**config.mk**
```make
export PLATFORM = sky130hd
export DESIGN_NAME = max31855_ascii_formatter
export DESIGN_NICKNAME = d
export VERILOG_FILES = /design/src/rtl/max31855_ascii_formatter.sv
export SDC_FILE = /design/constraint.sdc
export NUM_CORES = 1
export LEC_CHECK = 0
export BUFFER_PORTS_ARGS = -buffer_cell sky130_fd_sc_hd__buf_2
export CAP_MARGIN = 20
export CORE_MARGIN = 3
export CORE_UTILIZATION = 35
export CTS_CLUSTER_DIAMETER = 50
export DETAILED_ROUTE_END_ITERATION = 16
export PLACE_DENSITY_LB_ADDON = 0.15
export SLEW_MARGIN = 5
export SYNTH_ARGS = -nofsm -noshare
export SYNTH_HDL_FRONTEND = slang
export SYNTH_SLANG_ARGS = --single-unit
```
**constraint.sdc**
```tcl
create_clock -name clk -period 2.25 [get_ports clk]
set_clock_uncertainty 0.05 [all_clocks]
set_input_delay 0.225 -clock clk [delete_from_list [all_inputs] [get_ports clk]]
set_output_delay 0.225 -clock clk [all_outputs]
set_load 0.1 [all_outputs]
```
**src/rtl/max31855_ascii_formatter.sv**
```systemverilog
// Captures a MAX31855 frame on the rising edge of chip-select and streams it
// to a byte UART as fixed-width ASCII ("+0025.00C\r\n" or "FLT:OGV\r\n").
module max31855_ascii_formatter #(
  parameter bit FRAC_EN  = 1'b1,
  parameter bit EOL_CRLF = 1'b1
) (
  input  logic        clk,
  input  logic        reset,
  input  logic        spi_cs,
  input  logic [31:0] frame_in,
  input  logic        tx_ready,
  input  logic        tx_done_tick,
  output logic        tx_start,
  output logic [7:0]  w_data,
  output logic        busy,
  output logic        frame_drop
);

  localparam int EOL_LEN = EOL_CRLF ? 2 : 1;
  localparam logic [3:0] TEMP_LAST  = 4'(5 + (FRAC_EN ? 3 : 0) + EOL_LEN);
  localparam logic [3:0] FAULT_LAST = 4'(6 + EOL_LEN);

  typedef enum logic [2:0] {ST_IDLE, ST_CONV, ST_LOAD, ST_SEND, ST_WAIT} state_t;

  state_t      state_reg, state_next;
  logic        cs_meta_reg, cs_sync_reg, cs_prev_reg;
  logic        cs_rise;
  logic [13:0] temp_reg, temp_next;
  logic        fault_reg, fault_next;
  logic [2:0]  flags_reg, flags_next;
  logic [15:0] bcd_reg, bcd_next;
  logic [3:0]  conv_cnt_reg, conv_cnt_next;
  logic [3:0]  char_idx_reg, char_idx_next;
  logic        tx_start_reg, tx_start_next;
  logic [7:0]  w_data_reg, w_data_next;
  logic        busy_reg, busy_next;
  logic        drop_reg, drop_next;

  logic signed [14:0] temp_ext;
  logic [14:0] mag;
  logic [12:0] int_val;
  logic [1:0]  frac;
  logic [15:0] bcd_adj;
  logic [3:0]  last_idx;
  logic [7:0]  char_sel;
  logic        unused_bits;

  assign cs_rise = cs_sync_reg & ~cs_prev_reg;

  // 15-bit magnitude so that -8192 (-2048.00 C) stays representable.
  assign temp_ext = {temp_reg[13], temp_reg};
  assign mag      = temp_reg[13] ? $unsigned(-temp_ext) : $unsigned(temp_ext);
  assign int_val  = mag[14:2];
  assign frac     = mag[1:0];
  assign last_idx = fault_reg ? FAULT_LAST : TEMP_LAST;

  for (genvar gi = 0; gi < 4; gi++) begin : g_dabble
    assign bcd_adj[gi*4 +: 4] = (bcd_reg[gi*4 +: 4] >= 4'd5) ?
                                bcd_reg[gi*4 +: 4] + 4'd3 : bcd_reg[gi*4 +: 4];
  end

  assign unused_bits = ^{frame_in[17], frame_in[15:3], bcd_adj[15]};

  always_comb begin
    char_sel = (EOL_CRLF && char_idx_reg != last_idx) ? 8'h0D : 8'h0A;
    if (fault_reg) begin
      case (char_idx_reg)
        4'd0: char_sel = "F";
        4'd1: char_sel = "L";
        4'd2: char_sel = "T";
        4'd3: char_sel = ":";
        4'd4: char_sel = flags_reg[0] ? "O" : "-";
        4'd5: char_sel = flags_reg[1] ? "G" : "-";
        4'd6: char_sel = flags_reg[2] ? "V" : "-";
        default: ;
      endcase
    end else begin
      case (char_idx_reg)
        4'd0: char_sel = temp_reg[13] ? "-" : "+";
        4'd1: char_sel = {4'h3, bcd_reg[15:12]};
        4'd2: char_sel = {4'h3, bcd_reg[11:8]};
        4'd3: char_sel = {4'h3, bcd_reg[7:4]};
        4'd4: char_sel = {4'h3, bcd_reg[3:0]};
        4'd5: char_sel = FRAC_EN ? "." : "C";
        4'd6: if (FRAC_EN) begin
          case (frac)
            2'd0:    char_sel = "0";
            2'd1:    char_sel = "2";
            2'd2:    char_sel = "5";
            default: char_sel = "7";
          endcase
        end
        4'd7: if (FRAC_EN) char_sel = frac[0] ? "5" : "0";
        4'd8: if (FRAC_EN) char_sel = "C";
        default: ;
      endcase
    end
  end

  always_comb begin
    state_next    = state_reg;
    temp_next     = temp_reg;
    fault_next    = fault_reg;
    flags_next    = flags_reg;
    bcd_next      = bcd_reg;
    conv_cnt_next = conv_cnt_reg;
    char_idx_next = char_idx_reg;
    tx_start_next = 1'b0;
    w_data_next   = w_data_reg;
    busy_next     = busy_reg;
    drop_next     = drop_reg | (cs_rise & (state_reg != ST_IDLE));
    case (state_reg)
      ST_IDLE: if (cs_rise) begin
        temp_next     = frame_in[31:18];
        fault_next    = frame_in[16];
        flags_next    = frame_in[2:0];
        bcd_next      = 16'd0;
        conv_cnt_next = 4'd0;
        char_idx_next = 4'd0;
        busy_next     = 1'b1;
        state_next    = frame_in[16] ? ST_LOAD : ST_CONV;
      end
      // One double-dabble step per clock, integer MSB first.
      ST_CONV: begin
        bcd_next      = {bcd_adj[14:0], int_val[4'd12 - conv_cnt_reg]};
        conv_cnt_next = conv_cnt_reg + 4'd1;
        if (conv_cnt_reg == 4'd12) state_next = ST_LOAD;
      end
      ST_LOAD: begin
        w_data_next = char_sel;
        state_next  = ST_SEND;
      end
      ST_SEND: if (tx_ready) begin
        tx_start_next = 1'b1;
        state_next    = ST_WAIT;
      end
      ST_WAIT: if (tx_done_tick) begin
        if (char_idx_reg == last_idx) begin
          busy_next  = 1'b0;
          state_next = ST_IDLE;
        end else begin
          char_idx_next = char_idx_reg + 4'd1;
          state_next    = ST_LOAD;
        end
      end
      default: state_next = ST_IDLE;
    endcase
  end

  always_ff @(posedge clk or negedge reset) begin
    if (!reset) begin
      state_reg    <= ST_IDLE;
      cs_meta_reg  <= 1'b1;
      cs_sync_reg  <= 1'b1;
      cs_prev_reg  <= 1'b1;
      temp_reg     <= 14'd0;
      fault_reg    <= 1'b0;
      flags_reg    <= 3'd0;
      bcd_reg      <= 16'd0;
      conv_cnt_reg <= 4'd0;
      char_idx_reg <= 4'd0;
      tx_start_reg <= 1'b0;
      w_data_reg   <= 8'h00;
      busy_reg     <= 1'b0;
      drop_reg     <= 1'b0;
    end else begin
      state_reg    <= state_next;
      cs_meta_reg  <= spi_cs;
      cs_sync_reg  <= cs_meta_reg;
      cs_prev_reg  <= cs_sync_reg;
      temp_reg     <= temp_next;
      fault_reg    <= fault_next;
      flags_reg    <= flags_next;
      bcd_reg      <= bcd_next;
      conv_cnt_reg <= conv_cnt_next;
      char_idx_reg <= char_idx_next;
      tx_start_reg <= tx_start_next;
      w_data_reg   <= w_data_next;
      busy_reg     <= busy_next;
      drop_reg     <= drop_next;
    end
  end

  assign tx_start   = tx_start_reg;
  assign w_data     = w_data_reg;
  assign busy       = busy_reg;
  assign frame_drop = drop_reg;

endmodule
```
==> results of run 1 <==
==> critical path: stages (launching register included) <==
cell,delay (ns)
dfrtp_1,0.38
inv_1,0.08
ha_1,0.16
or2b_2,0.36
o41ai_2,0.32
xor2_1,0.24
nand2_1,0.08
a311oi_1,0.29
a311oi_1,0.08
==> what timing repair did <==
action	in CTS	in global routing
resized for setup	1	16
hold buffers	4	0
setup buffers	0	2
hold endpoints to repair	58	0
setup endpoints to repair	1	6
pin swaps	0	1
==> power by group through the flow <==
stage                     combinational [W]  clock [W]  sequential (W)
after floorplan                     0.00214          0         0.00221
after detailed placement            0.00353          0         0.00183
after global routing                0.00408   0.000945         0.00189
after CTS                           0.00356   0.000904         0.00182
final                               0.00370   0.000862         0.00182
after global placement              0.00350          0         0.00182
==> layer usage <==
layer / wire (um) / global-route usage [%] / part of all wire [%] / up-vias
li1: - / - / - / 1688
met1: 4790 / 24.7 / 50 / 1615
met2: 4240 / 25.8 / 44 / 78
met3: 487 / 4.09 / 5.0 / 14
met4: 141 / 5.77 / 1.5 / 0
met5: 0 / 0 / 0 / -
==> through the flow <==
stage	utilization [%]	hold slack, ns	instance area, um^2
after global placement	41.8	0.208	4190
after detailed placement	41.8	0.206	4190
after global routing	44.7	0.0103	4490
final	44.7	0.0169	4490
after floorplan	-	-0.121	3710
after CTS	43.9	0.000718	4410
==> layout by cell type (no fill, tap or decap), types with 3 or more instances in the layout <==
cell type	instances
buf_4	35
dfstp_2	3
xor2_1	8
o22ai_1	3
nor4b_1	3
clkbuf_8	11
a21oi_1	29
xnor2_1	9
nor3_1	9
dlygate4sd3_1	4
dfrtp_1	54
inv_1	20
o21ai_1	7
a32o_1	4
nand2b_1	11
o31ai_1	12
buf_2	32
nor2_1	24
nand2_1	77
nor2b_1	5
a31oi_1	3
clkinv_2	3
a22o_1	4
nor3_2	3
or3_1	4
ha_1	12
o21ai_0	34
nand3_1	14
a211oi_1	4
==> path summary, 6_finish.rpt <==
path                                          from                  endpoint  slack, ns  cells past startpoint
min in group asynchronous                    reset  temp_reg[10]$_DFFE_PN0P_       0.37                      3
max                        temp_reg[1]$_DFFE_PN0P_    bcd_reg[0]$_DFFE_PN0P_        0.1                      8
max reg2reg                temp_reg[1]$_DFFE_PN0P_    bcd_reg[0]$_DFFE_PN0P_        0.1                      8
max in group asynchronous                    reset     cs_prev_reg$_DFF_PN1_       1.47                      3
min reg2reg                  cs_meta_reg$_DFF_PN1_     cs_sync_reg$_DFF_PN1_       0.31                      0
min                                   frame_in[28]  temp_reg[10]$_DFFE_PN0P_       0.02                      3
==> layout make-up <==
class | count | area share [%]
Multi-Input combinational cell | 337 | 47.6
Sequential cell | 58 | 32.5
Timing Repair Buffer | 72 | 10.8
Tap cell | 133 | 3.71
Clock buffer | 12 | 3.46
Inverter | 20 | 1.67
Clock inverter | 3 | 0.335
==> cells by family after synthesis <==
logic type / Yosys count
buffers and inverters: 46
and+or+nand+nor: 169
AOI/OAI and AO/OA: 132
adders and majority gates: 15
DFF: 58
other: 1
xor gates and xnor gates: 17
muxes: 3
==> metrics.txt, run 1 <==
mux contribution to synthesized area less than 1%; fraction of registers with async set/reset 100%; dpl cells between 600 and 700; Die X approximately 110 um; synth-to-layout area growth 21.0%; worst vdd ir a little over 800 uV; fin crit share about 96%; total power after layout 0.00639 W; HPWL after detailed placement approximately 7000 um; core area around 10000 um^2; GRT Total Usage about 17%; total wire length between 9000 and 10000 um; # IOs 48; Worst EP arrival around 2.3 ns; post-synthesis simple-gate area fraction 22.2%; Post-Syn Nets between 400 and 500; Synth Area in Compound Gates 23.4%; crit path time final between 2 and 2.5 ns; CP Max Fanout 5; PortBufs 32; CTS tree done; Final GP Congestion just under 0.9; Fmax 0.464 GHz; adder-cell share of the synthesized area 5.06%; kind of critical path register to register; status finished clean; clock root cell clkbuf_8; Clock Sink Count 58; area of the multi-input gates 2130 um^2; GRT Residual Overflow 0; # H-tree levels 3; Synth warnings 0; initial DRC count roughly 140; clock buffer depth 2; Final TNS setup 0 ns; EDFF count, synth 0; max reg flops 16; final net count 550; initial antenna violation count 0; post-route insts no fill 635; synthesized flop and latch total just under 60; drt via density approximately 5.3; most frequent cell after synthesis nand2_1; MaxCap Viol Count 0; pwr dens between 1000 and 1500 nW/um^2; Die Y between 100 and 150 um; DR WL/cell 15.2 um; Slew Limit Fails 0; largest net degree at the start of global routing between 50 and 60; CTS Buf Count 9; clock share of power between 10% and 20%; post-route antenna net violation count 0; Placement Rows 36; total inserted antenna cells 0; Hold Crit Class input port to register; WP data required roughly 2.4 ns; Vias between 3000 and 4000; Hold Fails Final Rpt 0; distinct cell type count after synthesis 66; Pint 0.00325 W; layout cell share with drive strength beyond 1 between 20% and 30%; vias in the first global route ~3300; Critical Path Sink Type register; xor and xnor area share after synthesis about 4.0%; switching power between 0.003 and 0.004 W; Worst-path clk slew roughly 0.070 ns; switching share of total power approximately half; sequential power share ~28%; first-pass GRT wire length approximately 16000 um; main combinational cell family by area after synthesis compound AO/OA/AOI/OAI gates; post-synthesis sequential area ratio roughly 40%; Avg Cell Area, Syn approximately 8.4 um^2; Starting Density between 30% and 40%; DR pass1 iterations 4; fin worst setup slack 0.0951 ns; drc violations 0; area share of the largest cell type after synthesis between 30% and 40%; synth top area cells dfrtp_1 37%, nand2_1 7.8%, ha_1 5.1%, o21ai_0 4.7%, a21oi_1 3.9%; Synth top cells by count 77 x nand2_1, 55 x dfrtp_1, 35 x o21ai_0, 29 x a21oi_1, 24 x nor2_1; fill count a little under 1000; Top FF cell, synth dfrtp_1; LEAKAGE a little under 2 nW; crit path launch type register; clock insertion delay at the later pin of the skew report 0.34 ns; Cells after Synth ~440; dpl ws -0.0115 ns; post-synthesis cell type with the largest combined area dfrtp_1; Netlist Area Pre-Place about 3700 um^2; Gate power share about 58%; Reg area between 1000 and 1500 um^2; die area around 12000 um^2; count of final setup violators 0
No activity file was read; power rests on OpenSTA's default activity.
==> inputs of run 2 (changes only) <==
BUFFER_PORTS_ARGS = -buffer_cell sky130_fd_sc_hd__clkbuf_2   (was -buffer_cell sky130_fd_sc_hd__buf_2)
==> run 2 against run 1 <==
Against the previous run: flip-flop and latch count did not move; utilization rose by 0.14 points; global-route usage rose by 0.61 points; critical endpoint is now w_data[2]$_DFFE_PN0N_.
==> metrics.txt, run 2 (synthesis gave the netlist of run 1 again) <==
status finished clean; drc violations 0 (unchanged); Worst-path clk slew 0.07 ns (about the same); CP Max Fanout 5 (unchanged); post-route antenna net violation count 0 (unchanged); CTS tree done; final net count 550 (unchanged); HPWL after detailed placement 7040 um (+3.3%); clock insertion delay at the later pin of the skew report 0.34 ns (about the same); met1 GRT Util 26.2% (+1.5 points); layout cell share with drive strength beyond 1 22.3% (+0.60 points); Slew Limit Fails 0 (unchanged); max reg flops 16 (unchanged); initial antenna violation count 0 (unchanged); total inserted antenna cells 0 (unchanged); GR Util met3 4.38% (+0.30 points); Hold Crit Class input port to register; Die X 109 um (unchanged); # IOs 48 (unchanged); core area 10000 um^2 (unchanged); first-pass GRT wire length 16600 um (+2.2%); RSZ-0062 raised after global routing yes; slowest stage cell on the critical path dfrtp_1; Hold Crit Depth 3 (unchanged); WP data required 2.41 ns (about the same); Clock Sink Count 58 (unchanged); largest net degree at the start of global routing 41 (-31%); Fmax 0.464 GHz (about the same); initial DRC count 173 (+24%); LEAKAGE 1.97 nW (+0.84%); synth-to-layout area growth 21.3%; Die Y 109 um (unchanged); post-route insts no fill 635 (unchanged); vias in the first global route 3303 (+0.58%); worst-path cell chain inv_1 > ha_1 > mux2_1 > a22o_1 > a2111oi_4 > a21oi_1 > o22ai_1 > o31ai_1; GRT Total Usage 18.0% (+0.61 points); pwr dens 1450 nW/um^2 (+1.5%); worst vdd ir 765 uV (-5.3%); crit path time final 2.16 ns (+0.000795 ns); Final GP Congestion 0.849 (-2.9%); delay of the slowest critical-path stage 0.42 ns (+0.04 ns); Hold Fails Final Rpt 0 (unchanged); Vias 3379 (-0.47%); CTS Buf Count 9 (unchanged); kind of critical path register to register; Worst EP arrival 2.32 ns (about the same); total wire length 9790 um (+1.3%); Starting Density 36.9% (unchanged); Critical Path Sink Type register; Least-Margin Pin Slew between 0.5 and 0.6 ns; Reg2Reg Depth 8 (unchanged); die area 11900 um^2 (unchanged); MaxCap Viol Count 0 (unchanged); Slew HR 64.1%; crit path launch type register; # H-tree levels 3 (unchanged); clock root cell clkbuf_8; drt via density 5.32 (-0.47%); Placement Rows 36 (unchanged); most frequent cells in the layout 77 x nand2_1, 55 x dfrtp_1, 37 x buf_4, 34 x o21ai_0, 32 x clkbuf_2; clock buffer depth 2 (unchanged); DR WL/cell 15.4 um (+1.3%); DR pass1 iterations 6 (+2); most common cell after layout, fill and taps aside nand2_1; PortBufs 32 (unchanged); fin crit share 95.8% (about the same); GR peak layer met2; met2 usage 26.2% (+0.39 points); GRT Residual Overflow 0 (unchanged); total power after layout 0.00650 W (+1.8%); count of final setup violators 0 (unchanged); dpl cells 616 (+0.33%)
run 2: changes by cell type in the layout (fill, tap and decap cells not counted), moves of 2 or more:
cell and delta:
buf_2 -32, clkbuf_2 +32, a311oi_1 -2, a311oi_2 +2, buf_4 +2, dlygate4sd3_1 -2
run 2: layer usage:
metal  wire (um)  up-vias
li1            -     1686
met1        4890     1610
met2        4250       71
met3         487       12
met4         150        0
met5           0        -
run 2: final cells by class:
cell class	count	area (um^2)
clock buffers	12	155
clock inverters	3	15.0
fillers	1002	5550
inverters	20	75.1
multi-input cells	337	2150
flip-flops and latches	58	1460
well taps	133	166
repair buffers	72	478
run 2: final timing paths:
| kind | start | end | slack, ns |
|---|---|---|---|
| max in group asynchronous | reset | bcd_reg[8]$_DFFE_PN0P_ | 1.22 |
| min reg2reg | cs_meta_reg$_DFF_PN1_ | cs_sync_reg$_DFF_PN1_ | 0.31 |
| min | frame_in[29] | temp_reg[11]$_DFFE_PN0P_ | 0.02 |
| max reg2reg | temp_reg[0]$_DFFE_PN0P_ | w_data[2]$_DFFE_PN0N_ | 0.09 |
| min in group asynchronous | reset | temp_reg[7]$_DFFE_PN0P_ | 0.33 |
| max | temp_reg[0]$_DFFE_PN0P_ | w_data[2]$_DFFE_PN0N_ | 0.09 |
run 2: per-stage QoR:
step / utilization [%] / setup WS, ns / hold WS (ns) / area [um^2] / setup TNS (ns)
finish: 44.8 / 0.0943 / 0.0207 / 4500 / 0
detailed placement: 41.9 / -0.0213 / 0.172 / 4210 / -0.0213
floorplan: - / 0.0949 / -0.121 / 3710 / 0
CTS: 43.9 / 0.0365 / 0.00165 / 4410 / 0
global placement: 41.9 / 0.00404 / 0.165 / 4210 / 0
global route: 44.8 / -0.0250 / 0.0164 / 4500 / -0.0602
run 2: critical path, delay by kind of cell (launching register included):
kind                     cells  cell delay, ns
multiplexers                 1            0.30
buffers and inverters        1            0.07
adder cells (fa/ha/maj)      1            0.26
flip-flops                   1            0.42
AO/OA/AOI/OAI                5            0.91
run 2: what timing repair did:
item | 4_1_cts | 5_1_grt
pin swaps | 0 | 0
setup buffers | 0 | 2
hold buffers | 2 | 0
endpoints found under the hold margin | 16 | 0
endpoints found under the setup margin | 2 | 6
resized for setup | 3 | 17
run 2: report_power, final:
part	leakage (nW)	switching [W]	internal (W)	total, W
Sequential	0.735	0.000422	0.00140	0.00182
Clock	0.0920	0.000419	0.000448	0.000867
Combinational	1.14	0.00238	0.00144	0.00382
==> inputs of run 3 (changes only) <==
CELL_PAD_IN_SITES_DETAIL_PLACEMENT = 2   (was not set)
CELL_PAD_IN_SITES_GLOBAL_PLACEMENT = 2   (was not set)
CORE_UTILIZATION = 32   (was 35)
GPL_ROUTABILITY_DRIVEN = 0   (was not set)
==> run 3 against run 2 <==
Against the previous run: critical path type unchanged; final area rose by 3.3%; largest power group unchanged; clock power rose by 100%; worst setup slack improved by 0.0094 ns; combinational power barely moved; flip-flop and latch count did not move; global-route usage rose by 2.3 points; hold slack got worse by 0.00059 ns; sequential power rose by 2%; non-clock buffer count fell by 8.
==> metrics.txt, run 3 (synthesis gave the netlist of run 1 again) <==
PortBufs 32 (unchanged); # H-tree levels 3 (unchanged); initial DRC count 165 (-4.6%); sequential power share 24.9% (-3.1 points); RSZ-0062 raised after global routing yes; synth-to-layout area growth 25.4%; kind of critical path register to register; DR WL/cell 19.0 um (+23%); clock insertion delay at the later pin of the skew report 0.34 ns (about the same); Least-Margin Pin Slew 0.668 ns (+0.128 ns); HPWL after detailed placement 8580 um (+22%); final net count 542 (-1.5%); first-pass GRT wire length 20600 um (+24%); Starting Density 33.5% (-3.4 points); core area 11100 um^2 (+10%); pwr dens 1600 nW/um^2 (+11%); CP Max Fanout 4 (-1); vias in the first global route 3902 (+18%); CTS Buf Count 9 (unchanged); drc violations 0 (unchanged); GR peak layer met2; Slew HR 55.5% (-8.7 points); MaxCap Viol Count 0 (unchanged); Fmax 0.466 GHz (+0.44%); Reg2Reg Depth 9 (+1); GRT Residual Overflow 0 (unchanged); most common cell after layout, fill and taps aside nand2_1; switching share of total power 46.2% (-3.3 points); max reg flops 16 (unchanged); crit path time final 2.15 ns (-0.00939 ns); fin area 4650 um^2 (+3.3%); Worst-path clk slew 0.05 ns (-0.02 ns); # IOs 48 (unchanged); placed cell area 4160 um^2 (-1.2%); Critical Path Sink Type register; status finished clean; met1 GRT Util 25.7% (-0.47 points); worst hold margin 0.0201 ns (-0.000589 ns); die area 12900 um^2 (+8.9%); GRT Total Usage 20.3% (+2.3 points); Gate power share 51.7% (-7.0 points); total power after layout 0.00745 W (+15%); Hold Crit Depth 3 (unchanged); crit path launch type register; R2R Setup Slk 0.10 ns (about the same); met2 usage 34.2% (+8.0 points); CTS tree done; total wire length 12100 um (+23%); drt via density 5.48 (+3.0%); CP startpoint temp_reg[0]$_DFFE_PN0P_; clock root cell clkbuf_16; Final TNS setup 0 ns (unchanged); post-route antenna net violation count 0 (unchanged); fin crit share 95.4% (-0.42 points); switching power 0.00344 W (+6.9%); total inserted antenna cells 0 (unchanged); Worst EP arrival 2.34 ns (+0.02 ns); LEAKAGE 2.01 nW (+2.2%); GR Util met3 4.62% (+0.23 points); Hold Crit Class input port to register; initial antenna violation count 0 (unchanged); Worst R2R End bcd_reg[0]$_DFFE_PN0P_; clock buffer depth 2 (unchanged); worst vdd ir 922 uV (+20%); Vias 3481 (+3.0%); most frequent cells in the layout 77 x nand2_1, 53 x dfrtp_1, 35 x o21ai_0, 32 x clkbuf_2, 29 x buf_4; DR pass1 iterations 4 (-2); Placement Rows 38 (+5.6%); layout cell share with drive strength beyond 1 22.6% (+0.32 points); Hold Fails Final Rpt 0 (unchanged); worst reg2reg path startpoint temp_reg[0]$_DFFE_PN0P_; end point of the critical path bcd_reg[0]$_DFFE_PN0P_; count of final setup violators 0 (unchanged); Die Y 114 um (+4.3%); Die X 114 um (+4.3%); largest net degree at the start of global routing 37 (-9.8%); fin util 42.0% (-2.8 points); WP data required 2.45 ns (+0.04 ns); Slew Limit Fails 0 (unchanged); Clock Sink Count 58 (unchanged); clock share of power 23.4% (+10 points); Pint 0.00401 W (+22%)
[run 3: cell count changes in the layout (fill, tap and decap cells not counted), moves of 4 or more]
cell	previous run	this run
buf_4	37	29
clkbuf_8	11	1
clkbuf_16	0	9
bufinv_16	0	4
[run 3: power by group through the flow]
stage	sequential [W]	clock (W)	combinational, W
floorplan	0.00221	0	0.00214
global placement	0.00183	0	0.00349
detailed placement	0.00186	0	0.00365
CTS	0.00185	0.00178	0.00377
global route	0.00193	0.00183	0.00430
finish	0.00186	0.00174	0.00385
[run 3: worst max-delay path: stages (launching register included)]
cell and delay, ns:
dfrtp_1 0.38, buf_4 0.14, buf_4 0.14, nor3_1 0.18
buf_4 0.16, a21oi_1 0.06, a41oi_1 0.23, nor3_1 0.09
a2111o_1 0.41, a311oi_1 0.21
[run 3: worst min path at each step]
stage | start | to | slack (ns)
final | frame_in[30] | temp_reg[12]$_DFFE_PN0P_ | 0.02
after detailed placement | reset | state_reg[0]$_DFFE_PN0P_ | 0.25
after CTS | frame_in[30] | temp_reg[12]$_DFFE_PN0P_ | 0.02
after global routing | frame_in[23] | temp_reg[5]$_DFFE_PN0P_ | 0.02
after floorplan | reset | bcd_reg[0]$_DFFE_PN0P_ | -0.12
after global placement | reset | state_reg[0]$_DFFE_PN0P_ | 0.23
[run 3: layout make-up]
cell class	count	area (um^2)
clock inverters	5	125
well taps	140	175
inverters	20	75.1
clock buffers	11	243
repair buffers	64	418
flip-flops and latches	58	1460
fillers	1250	6430
multi-input cells	337	2160
[run 3: timing repair]
item,in CTS,in global routing
endpoints found under the setup margin,4,6
endpoints found under the hold margin,20,0
pin swaps,0,6
buffers inserted,2,0
hold buffers,2,0
gates resized for setup,6,20
[run 3: metal layers]
layer / vias to the layer above / routed length (um)
met4: 0 / 154
met3: 11 / 391
met5: - / 0
li1: 1671 / -
met2: 51 / 5890
met1: 1748 / 5620
[run 3: through the flow]
stage	std cells	setup slack, ns
after floorplan	441	0.0949
after global placement	615	-0.0173
after detailed placement	615	-0.118
after CTS	635	0.0000426
after global routing	635	-0.00571
final	635	0.104
